--- config.mk ---
export PLATFORM = sky130hd
export DESIGN_NAME = cpu_run_controller
export DESIGN_NICKNAME = d
export VERILOG_FILES = /design/src/rtl/cpu_run_controller.sv
export SDC_FILE = /design/constraint.sdc
export NUM_CORES = 1
export LEC_CHECK = 0
export ABC_AREA = 1
export ABC_CLOCK_PERIOD_IN_PS = 3300
export CAP_MARGIN = 25
export CORE_MARGIN = 4
export CORE_UTILIZATION = 49
export DETAILED_ROUTE_END_ITERATION = 16
export PLACE_DENSITY_LB_ADDON = 0.2
export SLEW_MARGIN = 5
export SYNTH_ARGS = -nofsm -noshare
export SYNTH_HDL_FRONTEND = slang
export SYNTH_SLANG_ARGS = --single-unit
--- constraint.sdc ---
create_clock -name clk -period 3.3 [get_ports clk]
set_clock_uncertainty 0.2 [all_clocks]
set_input_delay 0.66 -clock clk [delete_from_list [all_inputs] [get_ports clk]]
set_output_delay 0.66 -clock clk [all_outputs]
set_load 0.02 [all_outputs]
--- src/rtl/cpu_run_controller.sv ---
// cpu_run_controller
// Sequences one program run of the accumulator CPU. It loads the program
// image into instruction RAM while the CPU is held in reset, then releases
// reset on start. The run ends on HALT, abort or a cycle-budget timeout, and
// the controller latches ACC/PC and the outcome.
//
// Ports
//   clk, reset            rising-edge clock, synchronous active-low reset
//   load_valid/ready      byte-wide program load handshake
//   load_addr/data/last   target address, byte, final-byte marker
//   start, abort          run request (level) and run termination
//   cpu_halted/acc/pc     observed CPU state
//   cpu_rst               active-high CPU reset (low only while running)
//   imem_we/waddr/wdata   instruction RAM write port (one cycle after accept)
//   busy, done            busy in RST/RUN/DONE; done pulses for one cycle
//   status                00 none, 01 halted, 10 timeout, 11 aborted
//   result_acc/pc         ACC/PC captured at completion
//   cycle_count           RUN cycles elapsed in the current or last run
module cpu_run_controller #(
    parameter int unsigned ADDR_W         = 8,
    parameter int unsigned DATA_W         = 8,
    parameter int unsigned RST_CYCLES     = 2,
    parameter int unsigned TIMEOUT_CYCLES = 100,
    parameter int unsigned CNT_W          = 16
) (
    input  logic              clk,
    input  logic              reset,
    input  logic              load_valid,
    output logic              load_ready,
    input  logic [ADDR_W-1:0] load_addr,
    input  logic [DATA_W-1:0] load_data,
    input  logic              load_last,
    input  logic              start,
    input  logic              abort,
    input  logic              cpu_halted,
    input  logic [DATA_W-1:0] cpu_acc,
    input  logic [ADDR_W-1:0] cpu_pc,
    output logic              cpu_rst,
    output logic              imem_we,
    output logic [ADDR_W-1:0] imem_waddr,
    output logic [DATA_W-1:0] imem_wdata,
    output logic              busy,
    output logic              done,
    output logic [1:0]        status,
    output logic [DATA_W-1:0] result_acc,
    output logic [ADDR_W-1:0] result_pc,
    output logic [CNT_W-1:0]  cycle_count
);

    // Counter holds the remaining RST cycles minus one.
    localparam int unsigned RST_W = (RST_CYCLES > 1) ? $clog2(RST_CYCLES) : 1;

    localparam logic [2:0] S_IDLE = 3'd0;
    localparam logic [2:0] S_LOAD = 3'd1;
    localparam logic [2:0] S_RST  = 3'd2;
    localparam logic [2:0] S_RUN  = 3'd3;
    localparam logic [2:0] S_DONE = 3'd4;

    localparam logic [1:0] ST_NONE    = 2'b00;
    localparam logic [1:0] ST_HALTED  = 2'b01;
    localparam logic [1:0] ST_TIMEOUT = 2'b10;
    localparam logic [1:0] ST_ABORTED = 2'b11;

    logic [2:0]        state, state_d;
    logic [RST_W-1:0]  rst_cnt, rst_cnt_d;
    logic [CNT_W-1:0]  cycle_count_d;
    logic [1:0]        status_d;
    logic [DATA_W-1:0] result_acc_d;
    logic [ADDR_W-1:0] result_pc_d;
    logic              ready_q, ready_d;
    logic              cpu_rst_d, busy_d, done_d;
    logic              accept;

    // Registered ready, masked while reset is held low.
    assign load_ready = ready_q & reset;
    assign accept     = load_valid & load_ready;

    // Next-state, run bookkeeping and decoded output values.
    always_comb begin
        state_d       = state;
        rst_cnt_d     = rst_cnt;
        cycle_count_d = cycle_count;
        status_d      = status;
        result_acc_d  = result_acc;
        result_pc_d   = result_pc;

        case (state)
            S_IDLE: begin
                // A byte offered together with start takes precedence.
                if (accept) begin
                    if (!load_last) begin
                        state_d = S_LOAD;
                    end
                end else if (start && !load_valid) begin
                    state_d       = S_RST;
                    rst_cnt_d     = RST_W'(RST_CYCLES - 1);
                    cycle_count_d = '0;
                    status_d      = ST_NONE;
                    result_acc_d  = '0;
                    result_pc_d   = '0;
                end
            end

            S_LOAD: begin
                if (accept && load_last) begin
                    state_d = S_IDLE;
                end
            end

            S_RST: begin
                if (abort) begin
                    state_d      = S_DONE;
                    status_d     = ST_ABORTED;
                    result_acc_d = '0;
                    result_pc_d  = '0;
                end else if (rst_cnt == '0) begin
                    state_d       = S_RUN;
                    cycle_count_d = CNT_W'(1);
                end else begin
                    rst_cnt_d = rst_cnt - RST_W'(1);
                end
            end

            S_RUN: begin
                // Halt outranks abort, which outranks the timeout.
                if (cpu_halted) begin
                    state_d      = S_DONE;
                    status_d     = ST_HALTED;
                    result_acc_d = cpu_acc;
                    result_pc_d  = cpu_pc;
                end else if (abort) begin
                    state_d      = S_DONE;
                    status_d     = ST_ABORTED;
                    result_acc_d = cpu_acc;
                    result_pc_d  = cpu_pc;
                end else if (cycle_count == CNT_W'(TIMEOUT_CYCLES)) begin
                    state_d      = S_DONE;
                    status_d     = ST_TIMEOUT;
                    result_acc_d = cpu_acc;
                    result_pc_d  = cpu_pc;
                end else begin
                    cycle_count_d = cycle_count + CNT_W'(1);
                end
            end

            S_DONE: begin
                state_d = S_IDLE;
            end

            default: begin
                state_d = S_IDLE;
            end
        endcase

        ready_d   = (state_d == S_IDLE) || (state_d == S_LOAD);
        cpu_rst_d = (state_d != S_RUN);
        busy_d    = (state_d == S_RST) || (state_d == S_RUN) || (state_d == S_DONE);
        done_d    = (state_d == S_DONE);
    end

    // State, run results and control outputs.
    always_ff @(posedge clk) begin
        if (!reset) begin
            state       <= S_IDLE;
            rst_cnt     <= '0;
            cycle_count <= '0;
            status      <= ST_NONE;
            result_acc  <= '0;
            result_pc   <= '0;
            ready_q     <= 1'b1;
            cpu_rst     <= 1'b1;
            busy        <= 1'b0;
            done        <= 1'b0;
        end else begin
            state       <= state_d;
            rst_cnt     <= rst_cnt_d;
            cycle_count <= cycle_count_d;
            status      <= status_d;
            result_acc  <= result_acc_d;
            result_pc   <= result_pc_d;
            ready_q     <= ready_d;
            cpu_rst     <= cpu_rst_d;
            busy        <= busy_d;
            done        <= done_d;
        end
    end

    // Instruction RAM write port: accepted beat is written on the next cycle.
    always_ff @(posedge clk) begin
        if (!reset) begin
            imem_we    <= 1'b0;
            imem_waddr <= '0;
            imem_wdata <= '0;
        end else begin
            imem_we <= accept;
            if (accept) begin
                imem_waddr <= load_addr;
                imem_wdata <= load_data;
            end
        end
    end

endmodule

-- After elaboration in Yosys (flattened, before gate mapping)
Cells that the tools add are included.
- muxes and demuxes: 41
- reductions and logical operators: 13
- bitwise gates (word level): 2
- equality and inequality tests: 18
- add/subtract/negate cells: 2
- operator list (operator ; count):
    2-to-1 mux 16 bit ; 7
    2-to-1 mux 8 bit ; 9
    one-hot mux 16 bit (3 select lines) ; 1
    one-hot mux 8 bit (3 select lines) ; 2
    2-to-1 mux 3 bit ; 9
    adder 16 x 1 -> 16 bit (second input constant) ; 1
    equality test 16 x 7 -> 1 bit (second input constant) ; 1
    inequality test 2 bit (second input constant) ; 8
    equality test 3 x 2 -> 1 bit (second input constant) ; 4
    2-to-1 mux 2 bit ; 6
    one-hot mux 3 bit (4 select lines) ; 1
    AND reduction 8 bit ; 1
    equality test 3 x 1 -> 1 bit (second input constant) ; 2
    zero test 3 bit ; 2
    one-hot mux 2 bit (3 select lines) ; 1
    AND reduction 5 bit ; 1
    2-to-1 mux 1 bit ; 4
    inequality test 4 bit (second input constant) ; 1
    AND reduction 4 bit ; 1
    equality test 3 bit (second input constant) ; 1
    logical OR 1 bit ; 3
    inequality test 3 x 2 -> 1 bit (second input constant) ; 1
    nonzero test 3 bit ; 1
    bitwise AND 1 bit ; 2
    other kinds (5) ; 6
- bits in registers: 59
- output and inout port bits: 55
- word-level logic and storage cells: 89
- bits of input ports: 39

-- Logic depth before layout (Yosys ltp)
Gate-level depths: netlist of the first run.
- word-level depth: 8
- gate-level depth with buffers: 12
- gate-level depth less buffers: 11

-- Least setup slack after synthesis of the first run
OpenSTA, ideal clock, no wires.
- path type: input to register
- from: input port load_valid
- to: register result_acc[0]
- stages on the path: 9
- arrival time: 1.605 ns
- data required time: 2.968 ns
- path buffers: 1
- library setup time: 0.132 ns
- setup slack: 1.363 ns
- path through: inv_1 > nand2_1 > inv_1 > nor2_2 > nor3_4 > nand2_4 > buf_6 > nand2_1 > a21oi_1
- longest elaborated chain between the ends: 4
- elaborated cells on any way between the ends: 6
- classes of those cells: eq/ne: 2; bitwise: 1; reduce/logical: 3
- ends and longest elaborated chain (item ; line ; source):
    from (decl) ; 28 ; input logic load_valid,
    zero test 1 bit ; 94 ; end else if (start && !load_valid) begin
    logical AND 1 bit ; 94 ;
    inequality test 2 bit (no source line) ; n/a ;
    AND reduction 5 bit (no source line) (*) ; n/a ;
    to (signal assigned) ; 179 ; result_acc <= result_acc_d;
    to (decl) ; 45 ; output logic [DATA_W-1:0] result_acc,
Every way passes the cells marked *; elsewhere a longest branch is shown, timed or not.
A chain may end at the register's enable or synchronous reset.

-- Final worst setup path of the first run
- from: input port reset
- to: output port load_ready
- longest elaborated chain between the ends: 1
- ends and longest elaborated chain (item ; line ; source):
    from (decl) ; 27 ; input logic reset,
    bitwise AND 1 bit ; 75 ; assign load_ready = ready_q & reset;
    to (decl) ; 29 ; output logic load_ready,
No other way between the ends.

==> flow_summary.toml, run 1 <==
[status]
status = "complete, no violations"

[floorplan]
floorplan.die.width_microns = 83.5
floorplan.io_pins = 94
core_region_area_sq_um = 5510
floorplan.initialDensity = 0.507
total_die_area_sq_um = 6970
num_rows = 27
die-height_microns = 83.5

[power]
cell_internal_pwr_mw = 1.15
netSwitchingFraction = 0.282
share_clk_of_total_power = 0.343
ir_drop_mv = 0.316
power.share.combinational = 0.182
part_of_the_power_in_registers = 0.475
power.net_switching_mw = 0.452
power.density_cell_area_nw_per_um2 = 410
static-leakage-power_nw = 1.36

[setup_path]
critical_path.max_stage_delay_ns = 0.59
worst_setup_path_end_kind = "output pin"
cp_most_frequent_cell = "clkdlybuf4s50_1"
reg2reg_setup_slack_ns = 1.03
r2r_start = "cycle_count[0]"
cp_slowest_cell = "clkdlybuf4s50_1"
ff2ff_path_depth = 10
rr_endpoint = "cycle_count[1]"
crit_chain = "clkdlybuf4s50_1 -> nand2_1 -> inv_1 -> clkdlybuf4s50_1"
critical_setup_path_kind = "input pin to output pin"
path_delay_family = "buffers and inverters"
critical_path_arrival_ns = 1.87
startpoint_type = "input pin"
timing.critical_path.depth = 4
worstPathRequired_ns = 2.44
launch_point_of_the_critical_path = "reset"
crit_end = "load_ready"
cp_max_fo = 2
cp_num_buf_inv = 3

[layout]
post_route_cells_drive_above_1_share = 0.0869
finish.cell_count_without_fillers = 567
final_nets = 532
area_delta_synth_final_pct = 40.0
n_antenna_cell = 0

[min_path]
hold_path_class = "flop to flop"

[routing]
post-route-drc-count = 0
finalWirelength_microns = 7320
drt_first_iter_violations = 206
route.antenna.remaining_nets = 0
dr_total_vias = 2921
avgViaCountPerCell = 5.15
drt-pass1-iter-count = 4
drt-wirelength-per-cell_microns = 12.9

[yosys]
synthesis.yosys.warnings = 0
netlist_top_cells_area = "dfxtp_1 42%, nand2_1 16%, a21oi_1 7.4%, nor2_1 5.9%, nand4_1 4.9%"
post_synth_xor_area_fraction = 0.00628
synth.top_cells.by_count = "118 x nand2_1, 59 x dfxtp_1, 44 x nor2_1"
yosys-mux-area-fraction = 0
synth_compound_area_frac = 0.122
ys.flop_type = "dfxtp_1"
post_synthesis_cell_area_sq_um = 2790
combinational_family_with_the_most_area_after_synthesis = "simple AND/OR/NAND/NOR gates"
synth.distinct_cells = 29
synth-edff-count = 0
post_synth_fa_ha_maj_area_fraction = 0.00897
ys_async_sr_fraction = 0
synth.most_common_cell = "nand2_1"
synthSimpleGateAreaFrac = 0.365
synth.ff_latch_count = 59
synthDominantAreaCellType = "dfxtp_1"
yosysSeqAreaShare = 0.423
synthDominantCellAreaShare = 0.423
syn-mean-instance-area_sq_um = 6.98
synthCells = 400
postSynthNetCount = 441

[clock_tree]
path_clk_slew_ns = 0.06
clk_buf_depth = 2
post_cts.resized_instances = 0
cts_post_setup_buffers_inserted = 0
cts_sinks = 59
tritoncts.num_buffers = 9
holdBufCountCts = 0
cts_htree_levels = 3
tritoncts = "yes"
clock_latency_ns = 0.33
clk_root_buffer_cell = "clkbuf_8"

[placement]
dpl.hpwl_microns = 5180
dpl.cell_count = 552
buffer_ports.inserted = 93
finalWeightedCongestion = 0.873

[timing]
post-route-period-util = 0.827
drv_slew = 0
final_count_of_hold_timing_violations = 0
setup_total_negative_slack_ns = 0
max_slew_margin_vs_limit = 0.649
tightest_slew_ns = 0.526
rsz0062_at_grt = "false"
achievable-frequency_mhz = 366
period_minus_slack_ns = 2.73
timing.final.setup_violations = 0
fin_hold_ws_ns = 0.263

[grt]
vias_in_the_first_global_route = 2630
globalRouteOverflowTotal = 0
grt_use_total = 0.211
number_of_antenna_violations_at_the_first_check_in_global_routing = 0
pin_count_of_the_biggest_net_entering_global_routing = 37
global_route_wire_length_before_repair_microns = 12200

[run]
cap_viol_max_count = 0
## worst min-delay path by stage
stage / from / to / slack, ns / cells past startpoint
after detailed placement: result_acc[2] / result_acc[2] / 0.26 / 2
after floorplan: state[2] / state[0] / 0.28 / 3
after global placement: result_acc[7] / result_acc[7] / 0.25 / 2
after CTS: result_acc[2] / result_acc[2] / 0.27 / 2
final: result_pc[6] / result_pc[6] / 0.26 / 2
after global routing: result_pc[3] / result_pc[3] / 0.28 / 2
## per-layer routing
metal | global-route usage | up-vias | wire, microns
met4 | 0.0833 | 0 | 103
met2 | 0.337 | 95 | 3520
met1 | 0.258 | 1328 | 3110
li1 | - | 1489 | -
met5 | 0 | - | 0
met3 | 0.0760 | 9 | 580
## power groups by stage
stage,logic (mW),registers [mW],clock network [mW]
after floorplan,0.139,0.803,0
after global placement,0.284,0.775,0
after detailed placement,0.290,0.775,0
after CTS,0.292,0.760,0.564
after global routing,0.320,0.764,0.598
final,0.291,0.760,0.550
## worst register-to-register path, cell delays in order, from the launching register on
cell and delay [ns]:
dfxtp_1 0.44, inv_1 0.13, ha_1 0.23, nand3_1 0.09, nor2_1 0.05, nand2_1 0.13, nand2_4 0.16, nand2_2 0.27
nand2_4 0.19, o21ai_0 0.19, nor2_1 0.06
## cell type report
type                            count  area [sq um]
Timing Repair Buffer               97           961
Tap cell                           72          90.1
Fill cell                         487          1600
Clock buffer                       12           145
Sequential cell                    59          1180
Clock inverter                      3          15.0
Inverter                           29           109
Multi-Input combinational cell    295          1400
## registers in the layout, indices dropped and copies added, names as in the netlist
signal / cells
imem_waddr: 8
done: 1
result_pc: 8
busy: 1
imem_we: 1
result_acc: 8
state: 3
ready_q: 1
imem_wdata: 8
cpu_rst: 1
rst_cnt: 1
status: 2
cycle_count: 16
## cells in the final DEF, fill, tap and decap left out
master | Yosys | layout
nand2_1 | 118 | 118
clkdlybuf4s50_1 | 0 | 93
dfxtp_1 | 59 | 59
nor2_1 | 44 | 43
a21oi_1 | 41 | 41
inv_1 | 22 | 22
nand4_1 | 22 | 22
o21ai_0 | 20 | 20
nand3_1 | 17 | 17
clkbuf_8 | 0 | 10
nand2_2 | 7 | 7
inv_2 | 6 | 6
nor2_2 | 4 | 5
buf_4 | 2 | 4
nand2_4 | 3 | 3
o21bai_1 | 3 | 3
nor3_1 | 3 | 3
clkinv_2 | 0 | 3
nand3_2 | 2 | 2
xnor2_1 | 2 | 2
ha_1 | 2 | 2
clkbuf_1 | 8 | 2
nor3_4 | 1 | 1
nor2_4 | 1 | 1
clkinv_1 | 1 | 1
o21ai_1 | 1 | 1
nand3b_1 | 1 | 1
nor3b_1 | 1 | 1
or2_2 | 1 | 1
o221ai_1 | 1 | 1
## cells by family after synthesis
logic type,after synthesis
AOI/OAI and AO/OA,66
and+or+nand+nor,225
buffers and inverters,46
xor gates and xnor gates,2
DFF,59
adders and majority gates,2
## stage by stage
step / area, sq um / total power, mW / util / setup WS, ns
after floorplan: 2790 / 0.942 / - / 1.36
after global placement: 3740 / 1.06 / 0.680 / 0.589
after detailed placement: 3740 / 1.07 / 0.680 / 0.561
after CTS: 3910 / 1.62 / 0.709 / 0.566
after global routing: 3910 / 1.68 / 0.709 / 0.510
final: 3910 / 1.60 / 0.709 / 0.571
Note: power is estimated with default switching activity, not from simulation.
==> run 2: changes to the inputs <==
--- a/config.mk
+++ b/config.mk
@@ -6,10 +6,10 @@
 export NUM_CORES = 1
 export LEC_CHECK = 0
 export ABC_AREA = 1
-export ABC_CLOCK_PERIOD_IN_PS = 3300
+export ABC_CLOCK_PERIOD_IN_PS = 2300
 export CAP_MARGIN = 25
 export CORE_MARGIN = 4
-export CORE_UTILIZATION = 49
+export CORE_UTILIZATION = 41
 export DETAILED_ROUTE_END_ITERATION = 16
 export PLACE_DENSITY_LB_ADDON = 0.2
 export SLEW_MARGIN = 5
==> constraint.sdc (replaced) <==
create_clock -name clk -period 2.3 [get_ports clk]
set_clock_uncertainty 0.2 [all_clocks]
set_input_delay 0.46 -clock clk [delete_from_list [all_inputs] [get_ports clk]]
set_output_delay 0.46 -clock clk [all_outputs]
set_load 0.02 [all_outputs]
==> run 2 against run 1 <==
  * Non-clock buffer count rose by 7
  * Sequential cell count did not move
  * Wire length rose by 1.5%
  * Critical endpoint is now cycle_count[2]
  * Largest cell class unchanged
  * Global-route usage fell by 2.6 points
==> flow_summary.toml, run 2 (synthesis results as in run 1) <==
[placement]
dp_worst_setup_slack_ns = -0.00715
dpl.hpwl_microns = 5280
buffer_ports.inserted = 93
finalWeightedCongestion = 0.888

[grt]
number_of_antenna_violations_at_the_first_check_in_global_routing = 0
pin_count_of_the_biggest_net_entering_global_routing = 34
grt_use_total = 0.185
globalRouteOverflowTotal = 0
global_route_wire_length_before_repair_microns = 12600
vias_in_the_first_global_route = 2650

[setup_path]
rr_endpoint = "cycle_count[0]"
launch_point_of_the_critical_path = "cycle_count[2]"
crit_end = "cycle_count[2]"
path_delay_family = "buffers and inverters"
timing.critical_path.depth = 1
cp_num_buf_inv = 1
ff2ff_path_depth = 10
critical_setup_path_kind = "flop to output pin"
worst_setup_path_end_kind = "output pin"
critical_path.max_stage_delay_ns = 0.67
cp_max_fo = 8
critical_path_arrival_ns = 1.49
startpoint_type = "flop"
cp_slowest_cell = "clkdlybuf4s50_1"
r2r_start = "cycle_count[0]"
worstPathRequired_ns = 1.64
reg2reg_setup_slack_ns = 0.31
crit_chain = "clkdlybuf4s50_1"

[min_path]
hold_path_class = "flop to flop"
worstHoldPathCells = 2
hold_path.startpoint = "result_acc[2]"

[floorplan]
total_die_area_sq_um = 8190
die-height_microns = 90.5
num_rows = 29
floorplan.die.width_microns = 90.5
floorplan.initialDensity = 0.430
floorplan.io_pins = 94
core_region_area_sq_um = 6490

[routing]
finalWirelength_microns = 7430
post-route-drc-count = 0
drt-pass1-iter-count = 4
route.antenna.remaining_nets = 0
avgViaCountPerCell = 5.00
drt-wirelength-per-cell_microns = 12.8
drt_first_iter_violations = 124
dr_total_vias = 2895

[timing]
setup_total_negative_slack_ns = 0
drv_slew = 0
final_count_of_hold_timing_violations = 0
rsz0062_at_grt = "false"
layout_setup_ws_ns = 0.155
period_minus_slack_ns = 2.15
timing.final.setup_violations = 0
achievable-frequency_mhz = 466
post-route-period-util = 0.933
max_slew_margin_vs_limit = 0.769
tightest_slew_ns = 0.345
fin_hold_ws_ns = 0.262

[layout]
layout.cells.most_common_list = "118 x nand2_1, 92 x clkdlybuf4s50_1, 59 x dfxtp_1"
final_common_cell = "nand2_1"
area_delta_synth_final_pct = 43.8
nFillCells = 592
postLayoutCoreUtil = 0.618
max_reg_flops = 16
final_nets = 539
top_reg_by_flops = "cycle_count"
n_antenna_cell = 0
post_route_cells_drive_above_1_share = 0.104

[clock_tree]
path_clk_slew_ns = 0.07
cts_htree_levels = 3
tritoncts.num_buffers = 9
holdBufCountCts = 0
cts_sinks = 59
tritoncts = "yes"
clock_latency_ns = 0.33
clk_root_buffer_cell = "clkbuf_8"
clk_buf_depth = 2

[power]
ir_drop_mv = 0.455
power.density_cell_area_nw_per_um2 = 611
static-leakage-power_nw = 1.41
netSwitchingFraction = 0.276
power.net_switching_mw = 0.676
part_of_the_power_in_registers = 0.445
power.share.combinational = 0.175
cell_internal_pwr_mw = 1.78
share_clk_of_total_power = 0.380

[status]
status = "complete, no violations"

[run]
cap_viol_max_count = 0
-- run 2: how the worst min path moves through the flow --
stage | slack [ns] | end
2_1_floorplan | 0.28 | state[0]
3_3_place_gp | 0.25 | result_acc[5]
3_5_place_dp | 0.25 | result_acc[2]
4_1_cts | 0.26 | result_acc[2]
5_1_grt | 0.29 | result_acc[2]
6_report | 0.26 | result_acc[2]
-- run 2: power by group through the flow --
stage / Clock (mW) / Sequential (mW) / Combinational [mW]
3_3_place_gp: 0 / 1.11 / 0.426
6_report: 0.931 / 1.09 / 0.430
2_1_floorplan: 0 / 1.15 / 0.199
5_1_grt: 1.00 / 1.09 / 0.470
3_5_place_dp: 0 / 1.11 / 0.430
4_1_cts: 0.955 / 1.09 / 0.431
-- run 2: worst register-to-register path, cell delays in order (launching register included) --
cell,delay [ns]
dfxtp_1,0.44
inv_1,0.12
ha_1,0.23
nand3_1,0.08
nor2_1,0.04
nand2_1,0.15
nand2_4,0.08
nand2_2,0.15
nand2_4,0.15
o21ai_0,0.19
nor2_1,0.05
-- run 2: timing repair --
action / 4_1_cts / 5_1_grt
endpoints found under the setup margin: 1 / 1
pin swaps: 0 / 0
gates resized for setup: 1 / 1
setup buffers: 0 / 0
hold endpoints to repair: 0 / 0
-- run 2: final cells by class --
type	instances	area (sq um)	share of cell area
Timing Repair Buffer	104	1020	0.255
Clock buffer	11	141	0.0352
Clock inverter	4	51.3	0.0128
Inverter	29	109	0.0271
Multi-Input combinational cell	295	1410	0.351
Sequential cell	59	1180	0.294
Tap cell	77	96.3	0.0240
-- run 2: metrics by stage --
stage / std cells / total power, mW / cell area, sq um
3_5_place_dp: 564 / 1.54 / 3820
2_1_floorplan: 400 / 1.35 / 2790
5_1_grt: 579 / 2.57 / 4010
6_report: 579 / 2.45 / 4010
4_1_cts: 579 / 2.48 / 4010
3_3_place_gp: 564 / 1.54 / 3820
-- run 2: per-layer routing --
layer / vias up / part of all wire / track usage
met3: 11 / 0.078 / 0.0617
met2: 87 / 0.45 / 0.275
met5: - / 0 / 0
met4: 0 / 0.018 / 0.0816
met1: 1300 / 0.46 / 0.242
li1: 1497 / - / -
